### config.mk
export PLATFORM = sky130hd
export DESIGN_NAME = pmod_mic_adc_emulator
export DESIGN_NICKNAME = d
export VERILOG_FILES = /design/src/rtl/pmod_mic_adc_emulator.sv
export SDC_FILE = /design/constraint.sdc
export NUM_CORES = 1
export LEC_CHECK = 0
export BUFFER_PORTS_ARGS = -buffer_cell sky130_fd_sc_hd__buf_2
export CORE_ASPECT_RATIO = 2
export CORE_MARGIN = 2
export CORE_UTILIZATION = 53
export CTS_CLUSTER_DIAMETER = 40
export DETAILED_ROUTE_END_ITERATION = 8
export PLACE_DENSITY = 0.8
export SYNTH_ARGS = -nofsm -noshare
export SYNTH_HDL_FRONTEND = slang
export SYNTH_SLANG_ARGS = --single-unit
### constraint.sdc
create_clock -name clock -period 2.3 [get_ports clock]
set_clock_uncertainty 0.2 [all_clocks]
set_input_delay 0.23 -clock clock [delete_from_list [all_inputs] [get_ports clock]]
set_output_delay 0.23 -clock clock [all_outputs]
set_load 0.02 [all_outputs]
### src/rtl/pmod_mic_adc_emulator.sv
// PmodMIC serial-ADC responder. A 12-bit sample from the fabric is shifted out
// on sdata, MSB first, behind LEAD_ZEROS zero bits. The external reader drives
// sclock and ncs. Both pins are oversampled on the fast system clock and are
// never used as clocks.
`timescale 1ns/1ps
module pmod_mic_adc_emulator #(
  parameter int DATA_BITS   = 12,
  parameter int LEAD_ZEROS  = 4,
  parameter int SYNC_STAGES = 2
) (
  input  logic                 clock,
  input  logic                 reset_n,
  input  logic                 sclock,
  input  logic                 ncs,
  output logic                 sdata,
  output logic                 sdata_oe,
  input  logic [DATA_BITS-1:0] sample_data,
  input  logic                 sample_valid,
  output logic                 sample_ready,
  output logic                 busy,
  output logic                 frame_done,
  output logic                 frame_abort,
  output logic                 underrun
);

  localparam int FRAME = LEAD_ZEROS + DATA_BITS;
  localparam int CNT_W = $clog2(FRAME + 1);

  typedef enum logic [1:0] {ST_IDLE, ST_SHIFT, ST_TAIL} state_t;

  state_t                 r_state, w_state_nxt;
  logic [SYNC_STAGES-1:0] r_sclk_sync, r_ncs_sync;
  logic                   r_sclk_dly, r_ncs_dly;
  logic [DATA_BITS-1:0]   r_hold, r_last;
  logic                   r_hold_valid;
  logic [FRAME-1:0]       r_shift;
  logic [CNT_W-1:0]       r_bit_cnt;
  logic                   r_sdata, r_sdata_oe;
  logic                   r_frame_done, r_frame_abort, r_underrun;

  logic                   w_sclk_fall, w_ncs_fall, w_ncs_rise;
  logic                   w_accept;
  logic                   w_start, w_shift, w_done, w_abort, w_end;
  logic [DATA_BITS-1:0]   w_s;
  logic [FRAME-1:0]       w_frame;

  // Synchronize sclock/ncs and keep one extra delayed copy for edge compare.
  // NOTE: sequential state always uses non-blocking (<=) so every flop samples
  // the pre-edge value of its neighbour; blocking here would collapse the chain.
  always_ff @(posedge clock or negedge reset_n) begin
    if (!reset_n) begin
      r_sclk_sync <= '1;
      r_ncs_sync  <= '1;
      r_sclk_dly  <= 1'b1;
      r_ncs_dly   <= 1'b1;
    end else begin
      r_sclk_sync <= {r_sclk_sync[SYNC_STAGES-2:0], sclock};
      r_ncs_sync  <= {r_ncs_sync[SYNC_STAGES-2:0], ncs};
      r_sclk_dly  <= r_sclk_sync[SYNC_STAGES-1];
      r_ncs_dly   <= r_ncs_sync[SYNC_STAGES-1];
    end
  end

  assign w_sclk_fall = r_sclk_dly & ~r_sclk_sync[SYNC_STAGES-1];
  assign w_ncs_fall  = r_ncs_dly  & ~r_ncs_sync[SYNC_STAGES-1];
  assign w_ncs_rise  = ~r_ncs_dly &  r_ncs_sync[SYNC_STAGES-1];

  assign w_accept = sample_valid & ~r_hold_valid;
  // A pending sample wins; otherwise a sample offered in the start cycle
  // bypasses the holding register; otherwise the last value is repeated.
  assign w_s      = r_hold_valid ? r_hold : (w_accept ? sample_data : r_last);
  assign w_frame  = {{LEAD_ZEROS{1'b0}}, w_s};

  // State register.
  always_ff @(posedge clock or negedge reset_n) begin
    if (!reset_n) r_state <= ST_IDLE;
    else          r_state <= w_state_nxt;
  end

  // Next-state and per-cycle action strobes; an ncs rise beats an sclock fall.
  // NOTE: every signal written here gets a default first, so no path leaves
  // one unassigned and no latch is inferred.
  always_comb begin
    w_state_nxt = r_state;
    w_start     = 1'b0;
    w_shift     = 1'b0;
    w_done      = 1'b0;
    w_abort     = 1'b0;
    w_end       = 1'b0;
    case (r_state)
      ST_IDLE: begin
        if (w_ncs_fall) begin
          w_start     = 1'b1;
          w_state_nxt = ST_SHIFT;
        end
      end
      ST_SHIFT: begin
        if (w_ncs_rise) begin
          w_abort     = 1'b1;
          w_state_nxt = ST_IDLE;
        end else if (w_sclk_fall) begin
          if (r_bit_cnt == CNT_W'(FRAME - 1)) begin
            w_done      = 1'b1;
            w_state_nxt = ST_TAIL;
          end else begin
            w_shift = 1'b1;
          end
        end
      end
      ST_TAIL: begin
        if (w_ncs_rise) begin
          w_end       = 1'b1;
          w_state_nxt = ST_IDLE;
        end
      end
      default: w_state_nxt = ST_IDLE;
    endcase
  end

  // Holding register, shift datapath, pad drive and status pulses.
  always_ff @(posedge clock or negedge reset_n) begin
    if (!reset_n) begin
      r_hold        <= '0;
      r_hold_valid  <= 1'b0;
      r_last        <= '0;
      r_shift       <= '0;
      r_bit_cnt     <= '0;
      r_sdata       <= 1'b0;
      r_sdata_oe    <= 1'b0;
      r_frame_done  <= 1'b0;
      r_frame_abort <= 1'b0;
      r_underrun    <= 1'b0;
    end else begin
      r_frame_done  <= 1'b0;
      r_frame_abort <= 1'b0;
      r_underrun    <= 1'b0;

      if (w_start) begin
        if (r_hold_valid) begin
          r_hold       <= '0;
          r_hold_valid <= 1'b0;
        end
        r_shift    <= w_frame;
        r_last     <= w_s;
        r_bit_cnt  <= '0;
        r_sdata    <= w_frame[FRAME-1];
        r_sdata_oe <= 1'b1;
        r_underrun <= ~r_hold_valid & ~w_accept;
      end else if (w_accept) begin
        r_hold       <= sample_data;
        r_hold_valid <= 1'b1;
      end

      if (w_shift) begin
        r_bit_cnt <= r_bit_cnt + 1'b1;
        r_shift   <= r_shift << 1;
        r_sdata   <= r_shift[FRAME-2];
      end

      if (w_done) begin
        r_bit_cnt    <= r_bit_cnt + 1'b1;
        r_sdata      <= 1'b0;
        r_frame_done <= 1'b1;
      end

      if (w_abort) begin
        r_sdata       <= 1'b0;
        r_sdata_oe    <= 1'b0;
        r_frame_abort <= 1'b1;
      end

      if (w_end) r_sdata_oe <= 1'b0;
    end
  end

  assign sdata        = r_sdata;
  assign sdata_oe     = r_sdata_oe;
  assign sample_ready = ~r_hold_valid;
  assign busy         = (r_state != ST_IDLE);
  assign frame_done   = r_frame_done;
  assign frame_abort  = r_frame_abort;
  assign underrun     = r_underrun;

endmodule
==> qor.yml <==
start_util: 0.5442
setup_tns_ps: 0
synth_top_family_by_area: "simple AND/OR/NAND/NOR gates"
syn_inst: 264
worstRegToRegCells: 7
setup_viol: 0
n_antenna_cell: 0
synthAdderAreaFrac: 0.009029
grt_overflow: 0
hp-start: "sample_data[8]"
worstSetupStartpointType: "flip-flop"
area_delta_synth_final_pct: 17.43
rr_startpoint: "r_bit_cnt[0]$_DFFE_PN0P_"
die_h_um: 106.3
root_buffer: "clkbuf_8"
arrival_ps: 2130
via_per_inst: 6.058
synth_seq_cells: 58
h-tree-depth: 3
slowest_stage: "dfrtp_1"
drive_gt1_frac: 0.2368
synth_common_cells: "52 x dfrtp_1, 41 x nand2_1, 23 x o211ai_1"
cts.sinks: 58
synthTopCellsByArea: "dfrtp_1 47%, o211ai_1 6.2%, dfstp_2 5.7%"
cap_violations: 0
synth-compound-area-share: 0.1765
fmax_ghz: 0.4721
path_cells: "ha_1 > and3_1 > ha_1 > nor3b_2 > and3_1 > buf_4 > o211ai_1"
path_buf_inv: 1
n_fill_cell: 427
holdPathStages: 3
worst_slew_pin_slew_ps: 559.4
grt_pass1_wl_um: 9915
grt_usage: 0.2369
cp.required_ps: 2310
ir_worst_vdd_mv: 0.6114
slew_violations: 0
synthSimpleGateAreaFrac: 0.1874
place_congestion: 0.7514
hold_viol_final: 0
total_power_mw: 2.913
dr.first_iter.drc_count: 36
coreArea_um2: 5092
hp-class: "in2reg"
drc_errors: 0
cts_inserted_buffers: 9
yosys_warnings: 0
postSynthAreaPerCell_um2: 10.50
rows: 37
max_stage_delay_ps: 410
synthesis.area_um2: 2771
clk_pin_slew_ps: 60
ios: 24
powerDensity_nw_per_um2: 895.2
ant_nets: 0
die_width_um: 55.13
endpoint_kind: "flip-flop"
min_period_ps: 2118
yosysTopAreaCellShare: 0.4695
ys_types: 39
wirelength_um: 5762
synth_most_common_cell: "dfrtp_1"
clock_path_buffers: 2
critical_path_peak_fanout: 15
synth_top_cell_by_area: "dfrtp_1"
post_cts_resized: 0
stdcell_count: 362
synth.area.mux_share: 0.05643
post_dp_cell_area_um2: 2979
vias: 2193
path_depth: 7
cts_tree: "yes"
syn_nets: 283
worst-setup-path-type: "reg2reg"
status: "completed"
clk-insertion-delay-late_ps: 350
fin_nets: 318
multiInputGateArea_um2: 1199
antenna_found_initial: 0
fin_crit_sh: 0.9210
drtPass1Iterations: 4
relSlewSlack: 0.6174
startpoint: "r_bit_cnt[0]$_DFFE_PN0P_"
detail_route.wl_per_cell_um: 15.92
stdcell_area_um2: 3254
dp_hpwl_um: 3839
ys.flop_type: "dfrtp_1"
fin_ws_ps: 181.7
rsz0062_at_grt: "false"
grt_max_degree: 59
dp_cells: 335
ff_latch_area_um2: 1459
cpLargestDelayFamily: "simple AND/OR/NAND/NOR gates"
p_leak_nw: 1.487
ys_seq_area_frac: 0.5264
async_flop_share: 1.000
pre_cts_ws_ps: 187.6
dieArea_um2: 5858
port_buffers: 23
grt_pass1_vias: 2188
synth-xor-area-share: 0
synth_edf_count: 0
-- placed cells by master, fill, tap and decap left out, drive strengths merged, types with 2 or more instances in the layout --
| cell | count |
|---|---|
| dfstp | 6 |
| clkinv | 4 |
| nand2 | 41 |
| nand4 | 16 |
| o21ai | 4 |
| nor3 | 3 |
| a31oi | 3 |
| inv | 5 |
| dfrtp | 52 |
| clkbuf | 12 |
| o2bb2ai | 12 |
| nor2 | 4 |
| nor3b | 2 |
| a22oi | 12 |
| mux2 | 13 |
| nand2b | 18 |
| and3 | 2 |
| buf | 35 |
| o211ai | 23 |
| ha | 2 |
| nor2b | 5 |
| a21oi | 6 |
| dlygate4sd3 | 11 |
-- worst paths after layout --
path / end / slack, ps
min: r_hold[8]$_DFFE_PN0P_ / 10
max in group asynchronous: r_sclk_dly$_DFF_PN1_ / 1400
max reg2reg: r_shift[2]$_DFFE_PN0P_ / 180
max: r_shift[2]$_DFFE_PN0P_ / 180
min reg2reg: r_ncs_sync[1]$_DFF_PN1_ / 160
min in group asynchronous: r_hold[2]$_DFFE_PN0P_ / 200
-- flip-flops by register name, summed over array words and instances (netlist names) --
register / count
r_last: 12
r_sclk_dly: 1
underrun: 1
r_ncs_dly: 1
r_ncs_sync: 2
r_state: 2
r_shift: 15
r_hold_valid: 1
frame_abort: 1
frame_done: 1
r_bit_cnt: 5
r_sclk_sync: 2
sdata: 1
sdata_oe: 1
r_hold: 12
-- worst reg2reg max path, stage by stage, from the launching register on --
cell      delay, ps
dfrtp_1         410
ha_1            240
and3_1          190
ha_1            230
nor3b_2         210
and3_1          190
buf_4           200
o211ai_1        120
-- stage by stage --
| stage | util | hold slack [ps] |
|---|---|---|
| after global placement | 0.5850 | 48.67 |
| after detailed placement | 0.5850 | 50.64 |
| final | 0.6391 | 9.664 |
| after global routing | 0.6391 | 21.35 |
| after floorplan | - | -265.6 |
| after CTS | 0.6391 | 3.110 |
-- power by group --
group          switching [mW]  internal, mW
clock                   0.392         0.413
sequential              0.173          1.29
combinational           0.333         0.313
-- final cells by class --
| cell class | count | area share |
|---|---|---|
| Sequential cell | 58 | 0.4483 |
| Multi-Input combinational cell | 179 | 0.3683 |
| Timing Repair Buffer | 46 | 0.1046 |
| Clock buffer | 12 | 0.04460 |
| Tap cell | 58 | 0.02230 |
| Clock inverter | 4 | 0.006151 |
| Inverter | 5 | 0.005767 |
-- per-layer routing --
layer	GRT usage	share of wire	wire, um
met1	0.2919	0.41	2352
met2	0.3690	0.53	3032
met3	0.06461	0.035	204
met4	0.1167	0.030	173
met5	0	0	0
-- timing repair --
item	in CTS	in global routing
hold buffers	11	0
endpoints found under the hold margin	68	0
buffers inserted	0	0
-- logic make-up (layout without fill, tap and decap cells) --
family	Yosys count	in the layout
buf+inv	27	67
fa+ha+maj	2	2
flops	58	58
mux	14	14
compound gates	65	65
simple gates	98	98
Note: power is estimated with default switching activity, not from simulation.
